**src/rtl/repetition_ecc_arbiter_if.sv**
```systemverilog
// Bundle of requester, codec and response signals around repetition_ecc_arbiter.
// slave = arbiter side, master = environment (requesters, codec, response sink).
interface repetition_ecc_arbiter_if #(
   parameter int DATA_WIDTH        = 8,
   parameter int REPETITION_FACTOR = 3,
   parameter int NUM_REQ           = 2
);
   localparam int CW   = DATA_WIDTH * REPETITION_FACTOR;
   localparam int ID_W = (NUM_REQ > 1) ? $clog2(NUM_REQ) : 1;

   logic [NUM_REQ-1:0]      req_valid;
   logic [NUM_REQ-1:0]      req_ready;
   logic [NUM_REQ-1:0]      req_op;
   logic [NUM_REQ*CW-1:0]   req_payload;

   logic                    codec_encode_en;
   logic                    codec_decode_en;
   logic [DATA_WIDTH-1:0]   codec_data_in;
   logic [CW-1:0]           codec_codeword_in;
   logic [CW-1:0]           codec_codeword_out;
   logic [DATA_WIDTH-1:0]   codec_data_out;
   logic                    codec_error_corrected;
   logic                    codec_valid_out;

   logic                    rsp_valid;
   logic                    rsp_ready;
   logic [ID_W-1:0]         rsp_id;
   logic                    rsp_op;
   logic [CW-1:0]           rsp_data;
   logic                    rsp_corrected;
   logic                    rsp_timeout;

   logic                    busy;
   logic [15:0]             corr_count;

   modport slave (
      input  req_valid, req_op, req_payload,
      output req_ready,
      output codec_encode_en, codec_decode_en, codec_data_in, codec_codeword_in,
      input  codec_codeword_out, codec_data_out, codec_error_corrected, codec_valid_out,
      output rsp_valid, rsp_id, rsp_op, rsp_data, rsp_corrected, rsp_timeout,
      input  rsp_ready,
      output busy, corr_count
   );

   modport master (
      output req_valid, req_op, req_payload,
      input  req_ready,
      input  codec_encode_en, codec_decode_en, codec_data_in, codec_codeword_in,
      output codec_codeword_out, codec_data_out, codec_error_corrected, codec_valid_out,
      input  rsp_valid, rsp_id, rsp_op, rsp_data, rsp_corrected, rsp_timeout,
      output rsp_ready,
      input  busy, corr_count
   );
endinterface

```
**src/rtl/repetition_ecc_arbiter.sv**
```systemverilog
// Round-robin sharing of one registered repetition-code codec among NUM_REQ clients.
// Optional corrected-error counter enabled by REPETITION_ECC_ARB_STATS_EN.
module repetition_ecc_arbiter #(
   parameter int DATA_WIDTH        = 8,
   parameter int REPETITION_FACTOR = 3,
   parameter int NUM_REQ           = 2,
   parameter int TIMEOUT           = 15
) (
   input logic                    clk,
   input logic                    rst_n,
   repetition_ecc_arbiter_if.slave bus
);
   localparam int CW    = DATA_WIDTH * REPETITION_FACTOR;
   localparam int ID_W  = (NUM_REQ > 1) ? $clog2(NUM_REQ) : 1;
   localparam int CNT_W = $clog2(TIMEOUT + 1);

   localparam logic [1:0] S_IDLE  = 2'd0;
   localparam logic [1:0] S_ISSUE = 2'd1;
   localparam logic [1:0] S_WAIT  = 2'd2;
   localparam logic [1:0] S_RESP  = 2'd3;

   logic [1:0]         state;
   logic [ID_W-1:0]    last_grant;
   logic [ID_W-1:0]    id_q;
   logic               op_q;
   logic [CW-1:0]      pay_q;
   logic [CNT_W-1:0]   wait_cnt;
   logic [CW-1:0]      rsp_data_q;
   logic               rsp_corr_q;
   logic               rsp_to_q;

   logic               gnt_any;
   logic [ID_W-1:0]    gnt_idx;
   logic [NUM_REQ-1:0] gnt_oh;
   logic               gnt_op;
   logic [CW-1:0]      gnt_pay;

   // Two passes: indices above last_grant first, then wrap to the lowest valid index.
   always_comb begin
      gnt_any = 1'b0;
      gnt_idx = '0;
      gnt_oh  = '0;
      gnt_op  = 1'b0;
      gnt_pay = '0;
      for (int i = 0; i < NUM_REQ; i++) begin
         if (!gnt_any && bus.req_valid[i] && (i > int'(last_grant))) begin
            gnt_any   = 1'b1;
            gnt_idx   = ID_W'(i);
            gnt_oh    = '0;
            gnt_oh[i] = 1'b1;
            gnt_op    = bus.req_op[i];
            gnt_pay   = bus.req_payload[i*CW +: CW];
         end
      end
      for (int i = 0; i < NUM_REQ; i++) begin
         if (!gnt_any && bus.req_valid[i]) begin
            gnt_any   = 1'b1;
            gnt_idx   = ID_W'(i);
            gnt_oh    = '0;
            gnt_oh[i] = 1'b1;
            gnt_op    = bus.req_op[i];
            gnt_pay   = bus.req_payload[i*CW +: CW];
         end
      end
   end

   always_ff @(posedge clk or negedge rst_n) begin
      if (!rst_n) begin
         state      <= S_IDLE;
         last_grant <= ID_W'(NUM_REQ - 1);
         id_q       <= '0;
         op_q       <= 1'b0;
         pay_q      <= '0;
         wait_cnt   <= '0;
         rsp_data_q <= '0;
         rsp_corr_q <= 1'b0;
         rsp_to_q   <= 1'b0;
      end else begin
         case (state)
            S_IDLE: begin
               if (gnt_any) begin
                  op_q       <= gnt_op;
                  pay_q      <= gnt_pay;
                  id_q       <= gnt_idx;
                  last_grant <= gnt_idx;
                  state      <= S_ISSUE;
               end
            end
            S_ISSUE: begin
               wait_cnt <= '0;
               state    <= S_WAIT;
            end
            S_WAIT: begin
               // wait_cnt lags the cycles since ISSUE by one, so TIMEOUT-2 lands RESP at ISSUE+TIMEOUT.
               if (bus.codec_valid_out) begin
                  rsp_data_q <= op_q ? CW'(bus.codec_data_out) : bus.codec_codeword_out;
                  rsp_corr_q <= op_q & bus.codec_error_corrected;
                  rsp_to_q   <= 1'b0;
                  state      <= S_RESP;
               end else if (wait_cnt == CNT_W'(TIMEOUT - 2)) begin
                  rsp_data_q <= '0;
                  rsp_corr_q <= 1'b0;
                  rsp_to_q   <= 1'b1;
                  state      <= S_RESP;
               end else begin
                  wait_cnt <= wait_cnt + 1'b1;
               end
            end
            S_RESP: begin
               if (bus.rsp_ready) state <= S_IDLE;
            end
            default: state <= S_IDLE;
         endcase
      end
   end

   // Gated by rst_n so every output reads zero while reset is held.
   assign bus.req_ready         = (rst_n && state == S_IDLE) ? gnt_oh : '0;
   assign bus.codec_encode_en   = (state == S_ISSUE) && !op_q;
   assign bus.codec_decode_en   = (state == S_ISSUE) &&  op_q;
   assign bus.codec_data_in     = pay_q[DATA_WIDTH-1:0];
   assign bus.codec_codeword_in = pay_q;
   assign bus.rsp_valid         = (state == S_RESP);
   assign bus.rsp_id            = id_q;
   assign bus.rsp_op            = op_q;
   assign bus.rsp_data          = rsp_data_q;
   assign bus.rsp_corrected     = rsp_corr_q;
   assign bus.rsp_timeout       = rsp_to_q;
   assign bus.busy              = (state != S_IDLE);

`ifdef REPETITION_ECC_ARB_STATS_EN
   logic [15:0] corr_cnt;

   always_ff @(posedge clk or negedge rst_n) begin
      if (!rst_n) begin
         corr_cnt <= '0;
      end else if (state == S_WAIT && bus.codec_valid_out && op_q &&
                   bus.codec_error_corrected && corr_cnt != 16'hFFFF) begin
         corr_cnt <= corr_cnt + 16'd1;
      end
   end

   assign bus.corr_count = corr_cnt;
`else
   assign bus.corr_count = '0;
`endif
endmodule

```
**src/flat_wrapper.sv**
```systemverilog
// flat-port wrapper written by rule: the top's interface ports become plain ports
module repetition_ecc_arbiter_flat 
#(
   parameter int DATA_WIDTH        = 8,
   parameter int REPETITION_FACTOR = 3,
   parameter int NUM_REQ           = 2,
   parameter int TIMEOUT           = 15
)
  (clk, rst_n, bus_req_valid, bus_req_op, bus_req_payload, bus_req_ready, bus_codec_encode_en, bus_codec_decode_en, bus_codec_data_in, bus_codec_codeword_in, bus_codec_codeword_out, bus_codec_data_out, bus_codec_error_corrected, bus_codec_valid_out, bus_rsp_valid, bus_rsp_id, bus_rsp_op, bus_rsp_data, bus_rsp_corrected, bus_rsp_timeout, bus_rsp_ready, bus_busy, bus_corr_count);
  repetition_ecc_arbiter_if #(.DATA_WIDTH(DATA_WIDTH), .REPETITION_FACTOR(REPETITION_FACTOR), .NUM_REQ(NUM_REQ)) bus_i ();
  input logic clk;
  input logic rst_n;
  input wire logic [$bits(bus_i.req_valid)-1:0] bus_req_valid;
  input wire logic [$bits(bus_i.req_op)-1:0] bus_req_op;
  input wire logic [$bits(bus_i.req_payload)-1:0] bus_req_payload;
  output wire logic [$bits(bus_i.req_ready)-1:0] bus_req_ready;
  output wire logic [$bits(bus_i.codec_encode_en)-1:0] bus_codec_encode_en;
  output wire logic [$bits(bus_i.codec_decode_en)-1:0] bus_codec_decode_en;
  output wire logic [$bits(bus_i.codec_data_in)-1:0] bus_codec_data_in;
  output wire logic [$bits(bus_i.codec_codeword_in)-1:0] bus_codec_codeword_in;
  input wire logic [$bits(bus_i.codec_codeword_out)-1:0] bus_codec_codeword_out;
  input wire logic [$bits(bus_i.codec_data_out)-1:0] bus_codec_data_out;
  input wire logic [$bits(bus_i.codec_error_corrected)-1:0] bus_codec_error_corrected;
  input wire logic [$bits(bus_i.codec_valid_out)-1:0] bus_codec_valid_out;
  output wire logic [$bits(bus_i.rsp_valid)-1:0] bus_rsp_valid;
  output wire logic [$bits(bus_i.rsp_id)-1:0] bus_rsp_id;
  output wire logic [$bits(bus_i.rsp_op)-1:0] bus_rsp_op;
  output wire logic [$bits(bus_i.rsp_data)-1:0] bus_rsp_data;
  output wire logic [$bits(bus_i.rsp_corrected)-1:0] bus_rsp_corrected;
  output wire logic [$bits(bus_i.rsp_timeout)-1:0] bus_rsp_timeout;
  input wire logic [$bits(bus_i.rsp_ready)-1:0] bus_rsp_ready;
  output wire logic [$bits(bus_i.busy)-1:0] bus_busy;
  output wire logic [$bits(bus_i.corr_count)-1:0] bus_corr_count;
  assign bus_i.req_valid = bus_req_valid;
  assign bus_i.req_op = bus_req_op;
  assign bus_i.req_payload = bus_req_payload;
  assign bus_req_ready = bus_i.req_ready;
  assign bus_codec_encode_en = bus_i.codec_encode_en;
  assign bus_codec_decode_en = bus_i.codec_decode_en;
  assign bus_codec_data_in = bus_i.codec_data_in;
  assign bus_codec_codeword_in = bus_i.codec_codeword_in;
  assign bus_i.codec_codeword_out = bus_codec_codeword_out;
  assign bus_i.codec_data_out = bus_codec_data_out;
  assign bus_i.codec_error_corrected = bus_codec_error_corrected;
  assign bus_i.codec_valid_out = bus_codec_valid_out;
  assign bus_rsp_valid = bus_i.rsp_valid;
  assign bus_rsp_id = bus_i.rsp_id;
  assign bus_rsp_op = bus_i.rsp_op;
  assign bus_rsp_data = bus_i.rsp_data;
  assign bus_rsp_corrected = bus_i.rsp_corrected;
  assign bus_rsp_timeout = bus_i.rsp_timeout;
  assign bus_i.rsp_ready = bus_rsp_ready;
  assign bus_busy = bus_i.busy;
  assign bus_corr_count = bus_i.corr_count;
  repetition_ecc_arbiter #(.DATA_WIDTH(DATA_WIDTH), .REPETITION_FACTOR(REPETITION_FACTOR), .NUM_REQ(NUM_REQ), .TIMEOUT(TIMEOUT)) u_core (.clk(clk), .rst_n(rst_n), .bus(bus_i));
endmodule
```
**config.mk**
```make
export PLATFORM = sky130hd
export DESIGN_NAME = repetition_ecc_arbiter_flat
export DESIGN_NICKNAME = d
export VERILOG_FILES = /design/src/rtl/repetition_ecc_arbiter_if.sv /design/src/rtl/repetition_ecc_arbiter.sv /design/src/flat_wrapper.sv
export SDC_FILE = /design/constraint.sdc
export NUM_CORES = 1
export LEC_CHECK = 0
export CAP_MARGIN = 20
export CORE_UTILIZATION = 38
export DETAILED_ROUTE_END_ITERATION = 8
export PLACE_DENSITY_LB_ADDON = 0.1
export SYNTH_ARGS = -nofsm -noshare
export SYNTH_HDL_FRONTEND = slang
export SYNTH_SLANG_ARGS = --single-unit
```
**constraint.sdc**
```tcl
create_clock -name clk -period 2.4 [get_ports clk]
set_clock_uncertainty 0.1 [all_clocks]
set_input_delay 0.6 -clock clk [delete_from_list [all_inputs] [get_ports clk]]
set_output_delay 0.6 -clock clk [all_outputs]
set_load 0.03 [all_outputs]
```
==> flow_summary.toml, run 1 <==
[timing]
finalSetupTns_ns = 0
fin_ws_ns = 0.0993
hold_viol = 0
slew_violations = 0
fmax_mhz = 435
period_share_pct = 95.9
layout_min_cycle_time_ns = 2.30
worstMarginPinSlew_ns = 0.603
rsz0062_at_grt = "no"
setup_viol = 0
slew_headroom_pct = 59.8

[pwr]
power_switching_uw = 2560
p_seq_share_pct = 29.0
ir_drop_mv = 0.582
leakage_uw = 0.00210
p_sw_share_pct = 42.3
powerDensity_mw_per_mm2 = 1310
pwr-share-clk_pct = 14.9
p_int_uw = 3480
comb_power_share_pct = 56.1

[cts]
clk_latency_ns = 0.32
htree_levels = 3
numCtsBuffers = 9
cts.path.max_buffers = 2
clk_pin_slew_worst_paths_ns = 0.07
cts_sinks = 59
clock-root-buffer = "clkbuf_8"
cts_tree = "built"
holdBufCountCts = 0

[finish]
multi_input_area_mm2 = 0.00113
final_util_pct = 63.5
seqCellArea_mm2 = 0.00148
layout.cells.non_filler = 491
antennaDiodeCount = 0
drive_gt1_share_pct = 11.2
nNetsFinal = 482
num-fill-cells = 584
final_area_mm2 = 0.00460
syn2layout_area_growth_pct = 62.1

[yosys]
synth_mux_area_share_pct = 3.92
synthCells = 232
synth-seq-cells = 59
ys_warn_count = 0
synth_top_family_by_area = "compound AO/OA/AOI/OAI gates"
ys_seq_area_share_pct = 52.0
async_flop_share_pct = 100
synth-edff-count = 0
yosys_most_used_dff = "dfrtp_1"
netlist_area_mm2 = 0.00284
synth_area_per_cell_um2 = 12.2
synth_top_area_share_pct = 51.1
synth_xor_area_share_pct = 0.308
ys_types = 38
synth_area_leader_cell = "dfrtp_1"
synthAdderAreaFrac_pct = 2.64
synth_compound_area_share_pct = 20.9
synthTopCellsByArea = "dfrtp_1 (51%), a221o_1 (8.8%), buf_4 (6.3%), and3_1 (5.7%), a22o_1 (5.2%)"
yosys.area_share.simple_pct = 9.78

[worst_setup_path]
critPathBufInv = 3
critical_path.slowest_cell = "dfrtp_1"
cp_data_arrival_time_ns = 1.60
critPathKind = "reg -> out"
cp_max_fo = 5
end_kind = "output port"
cp.required_ns = 1.70
max_stage_delay_ns = 0.41
crit_family = "flip-flops"
crit_path_frequent_cell = "buf_6"
path_cells = "inv_1, ha_2, buf_6, nand2_1, a21oi_2, and2_1, buf_6"
critPathLaunchType = "flop"

[floorplan]
rows = 31
core_area_mm2 = 0.00725
start_util_pct = 39.2
die_w_um = 88.5
io_pins = 171
dieArea_mm2 = 0.00782
fp.dieH_um = 88.5

[place]
dpl-instance-area_mm2 = 0.00438
dp.cells = 473
gp_congestion = 0.710
dp_hpwl_mm = 5.54
numPortBuffers = 154
dp_slack_ns = 0.0799

[global_routing]
antenna_found_initial = 0
grt_pass1_vias = 2320
grt_pass1_wl_mm = 11.4
grt_max_degree = 45
grt.total_usage_pct = 19.5
gr-total-overflow = 0

[drt]
routedWlPerCell_um = 15.5
drtIter0Drc = 59
dr.pass1.iters = 6
vias = 2412
viasPerCell = 4.91
ant_nets = 0
drt_wl_total_mm = 7.61
drc = 0

[outcome]
status = "completed"

[hold_path]
worstHoldPathType = "in -> async"

[job]
maxCapViolations = 0
==> placed cells by master, fill, tap and decap left out, types with 4 or more instances in the layout <==
cell type        synthesis  routed
o2bb2ai_1                9       9
conb_1                   1      16
buf_4                   24      15
a22o_1                  17      17
clkdlybuf4s50_1          0     147
inv_1                    5       4
mux2i_1                 10      10
dfrtp_1                 58      58
clkbuf_8                 0       9
and3_1                  26      26
a221o_1                 25      25
ha_1                     6       5
==> path summary, 6_finish.rpt <==
path / start / endpoint / slack [ns] / depth (start not counted)
worst max-delay path: u_core.state[1]$_DFFE_PN0P_ / bus_req_ready[1] / 0.1 / 7
worst max register to register: u_core.state[0]$_DFFE_PN0P_ / u_core.bus.rsp_data[21]$_DFFE_PN0P_ / 0.44 / 6
worst min-delay path: rst_n / u_core.bus.codec_codeword_in[18]$_DFFE_PN0P_ / 0.01 / 1
min in group clk: u_core.bus.rsp_data[5]$_DFFE_PN0P_ / u_core.bus.rsp_data[5]$_DFFE_PN0P_ / 0.39 / 1
worst min register to register: u_core.bus.rsp_data[5]$_DFFE_PN0P_ / u_core.bus.rsp_data[5]$_DFFE_PN0P_ / 0.39 / 1
max in group asynchronous: rst_n / u_core.last_grant$_DFFE_PN1P_ / 1.38 / 2
==> cell families after synthesis <==
| logic type | after synthesis |
|---|---|
| DFF | 59 |
| other | 1 |
| xor gates and xnor gates | 1 |
| buffers and inverters | 45 |
| and+or+nand+nor | 45 |
| muxes | 11 |
| adders and majority gates | 6 |
| AOI/OAI and AO/OA | 64 |
==> sequential cells by signal, indices dropped and copies added, names as in the netlist <==
register	cells
u_core.bus.rsp_id	1
u_core.last_grant	1
u_core.bus.rsp_op	1
u_core.bus.codec_codeword_in	24
u_core.state	2
u_core.wait_cnt	4
u_core.bus.rsp_corrected	1
u_core.bus.rsp_timeout	1
u_core.bus.rsp_data	24
==> synthesized netlist by cell type (all sizes together) (3+ instances only) <==
library cell / count
and3: 26
buf: 36
clkbuf: 4
ha: 6
nor2: 4
inv: 5
nand2: 4
dfrtp: 58
mux2i: 10
a21o: 3
o2bb2ai: 9
and2: 3
a22o: 17
a221o: 25
==> stage by stage <==
stage | hold WS [ns] | power, uW
6_report | 0.0134 | 6040
5_1_grt | 0.00308 | 6380
4_1_cts | 0.000140 | 6070
3_5_place_dp | 0.368 | 5160
3_3_place_gp | 0.362 | 5120
2_1_floorplan | 0.204 | 3850
==> layer usage <==
| metal | vias up | global-route usage, % | routed length, um |
|---|---|---|---|
| met1 | 1136 | 25.0 | 3260 |
| met3 | 10 | 6.62 | 727 |
| met5 | - | 0 | 0 |
| met2 | 114 | 30.2 | 3530 |
| li1 | 1152 | - | - |
| met4 | 0 | 8.21 | 87 |
==> power by group through the flow <==
| stage | logic, uW | clock network (uW) | registers [uW] |
|---|---|---|---|
| final | 3390 | 899 | 1750 |
| after floorplan | 1370 | 0 | 2480 |
| after global placement | 3360 | 0 | 1760 |
| after detailed placement | 3400 | 0 | 1750 |
| after global routing | 3600 | 973 | 1810 |
| after CTS | 3390 | 928 | 1760 |
==> final cells by class <==
class / count / area share (%)
inverter: 5 / 0.408
timing repair buffer: 169 / 35.9
sequential: 59 / 32.1
multi-input combinational: 143 / 24.6
clock buffer: 9 / 2.69
clock inverter: 7 / 1.66
tap: 99 / 2.69
==> repair_timing <==
action | in CTS | in global routing
hold endpoints to repair | 0 | 0
cloned | 0 | 0
buffers inserted | 0 | 2
endpoints found under the setup margin | 3 | 2
resized for setup | 3 | 5
Note: power is estimated with default switching activity, not from simulation.
==> inputs of run 2 (changes only) <==
GPL_TIMING_DRIVEN = 0   (was default)
clock period = 2.2 ns   (was 2.4 ns; I/O delays follow)
==> run 2 against run 1 <==
Utilization rose by 4.6 points. Non-clock buffer count up 31. Global-route usage is 0.33 points higher. Cell count is 6.3% higher. Sequential share of layout area down 2.1 points.
==> flow_summary.toml, run 2 (same netlist as run 1, synthesis figures left out) <==
[worst_setup_path]
r2r_slack_ns = 0.17
reg2reg_from = "u_core.state[0]$_DFFE_PN0P_"
max_stage_delay_ns = 0.43
r2r-end = "u_core.bus.rsp_data[15]$_DFFE_PN0P_"
cp_data_arrival_time_ns = 1.52
r2r_cells = 9
critPathLaunchType = "flop"
critPathKind = "reg -> out"
path_cells = "inv_2, ha_4, nand2_4, a21oi_4, and2_4, buf_6"
cp_max_fo = 5
critPathBufInv = 2
end_kind = "output port"
cp.required_ns = 1.55
critical_path.slowest_cell = "dfrtp_1"
crit_family = "flip-flops"

[floorplan]
rows = 31
start_util_pct = 39.2
dieArea_mm2 = 0.00782
io_pins = 171
core_area_mm2 = 0.00725
fp.dieH_um = 88.5
die_w_um = 88.5

[timing]
rsz0062_at_grt = "yes"
slew_violations = 0
period_share_pct = 98.5
fmax_mhz = 461
worstMarginPinSlew_ns = 0.695
finalSetupTns_ns = 0
hold_viol = 0
layout_min_cycle_time_ns = 2.17
setup_viol = 0
slew_headroom_pct = 53.4

[drt]
dr.pass1.iters = 6
drt_wl_total_mm = 7.85
ant_nets = 0
viasPerCell = 4.91
vias = 2564
routedWlPerCell_um = 15.0
drc = 0
drtIter0Drc = 81

[pwr]
ir_drop_mv = 0.668
leakage_uw = 0.00232
powerDensity_mw_per_mm2 = 1430
power.total_uw = 7080

[cts]
cts_sinks = 59
cts_tree = "built"
htree_levels = 3
numCtsBuffers = 9
clk_pin_slew_worst_paths_ns = 0.08
cts.path.max_buffers = 2
clk_latency_ns = 0.33
clock-root-buffer = "clkbuf_8"

[hold_path]
worstHoldPathType = "in -> async"

[outcome]
status = "completed"

[place]
dpl-instance-area_mm2 = 0.00458
gp_congestion = 0.691
dp_hpwl_mm = 5.61
numPortBuffers = 154

[finish]
nNetsFinal = 513
drive_gt1_share_pct = 19.4
syn2layout_area_growth_pct = 73.8
antennaDiodeCount = 0
final_common_cell = "clkdlybuf4s50_1"
final_area_mm2 = 0.00494
final_cell_mix = "clkdlybuf4s50_1 (142), dfrtp_1 (57), buf_4 (34)"

[global_routing]
grt_max_degree = 33
grt.total_usage_pct = 19.8
gr-total-overflow = 0
antenna_found_initial = 0
grt_pass1_vias = 2433
grt_pass1_wl_mm = 11.7

[job]
maxCapViolations = 0
run 2: cell count changes in the layout (fill, tap and decap cells not counted), sizes merged:
cell | before | now
clkinvlp | 2 | 0
bufinv | 1 | 3
buf | 18 | 47
clkinv | 2 | 3
dlygate4sd2 | 3 | 5
clkdlybuf4s50 | 147 | 142
inv | 7 | 6
clkbuf | 9 | 12
dlymetal6s2s | 1 | 2
clkdlybuf4s18 | 0 | 1
run 2: worst reg2reg max path: cells and delay by family (launching register included):
kind,cells,cell delay [ns]
adder cells (fa/ha/maj),1,0.12
AO/OA/AOI/OAI,1,0.16
AND/OR/NAND/NOR,2,0.40
flip-flops,1,0.43
buffers and inverters,5,0.76
run 2: worst max-delay path by stage:
stage / slack [ns] / depth (start not counted) / from / end
after CTS: -0.04 / 7 / u_core.state[0]$_DFFE_PN0P_ / bus_req_ready[1]
after global routing: -0.06 / 6 / u_core.state[0]$_DFFE_PN0P_ / bus_req_ready[1]
final: 0.03 / 6 / u_core.state[0]$_DFFE_PN0P_ / bus_req_ready[1]
after floorplan: 0.03 / 6 / u_core.state[0]$_DFFE_PN0P_ / bus_req_ready[1]
after detailed placement: -1.20 / 6 / bus_req_valid[1] / bus_req_ready[1]
after global placement: -2.59 / 3 / rst_n / bus_req_ready[1]
run 2: final cells by class:
type / count / area (um2)
clock inverters: 7 / 125
flip-flops and latches: 59 / 1480
multi-input cells: 143 / 1180
plain buffers: 37 / 273
clock buffers: 9 / 124
inverters: 5 / 18.8
well taps: 99 / 124
repair buffers: 163 / 1620
fillers: 588 / 2320
run 2: where the power goes:
part	switching (uW)	leakage (uW)	internal [uW]
clock	466	0.000124	762
combinational	2060	0.00145	1870
sequential	353	0.000743	1580
total	2880	0.00232	4200
run 2: repair_timing:
item                       CTS  global route
gates resized for setup     45             9
hold buffers                 0             0
buffers inserted             7             1
cloned                       0             0
setup endpoints to repair    7            17
pin swaps                    1             1
hold endpoints to repair     0             0
run 2: per-stage QoR:
| stage | hold WS [ns] | cells | setup WS, ns | utilization, % |
|---|---|---|---|---|
| after floorplan | 0.154 | 247 | 0.0255 | - |
| after global placement | 0.363 | 500 | -2.59 | 62.9 |
| after detailed placement | 0.369 | 501 | -1.20 | 63.1 |
| after CTS | 0.0440 | 523 | -0.0430 | 68.1 |
| after global routing | 0.0683 | 522 | -0.0608 | 68.1 |
| final | 0.0405 | 522 | 0.0323 | 68.1 |
run 2: per-layer routing:
metal	track usage, %	share of wire (%)
met5	0	0
met4	9.24	2.0
met3	6.34	11
met2	32.4	46
met1	23.8	41
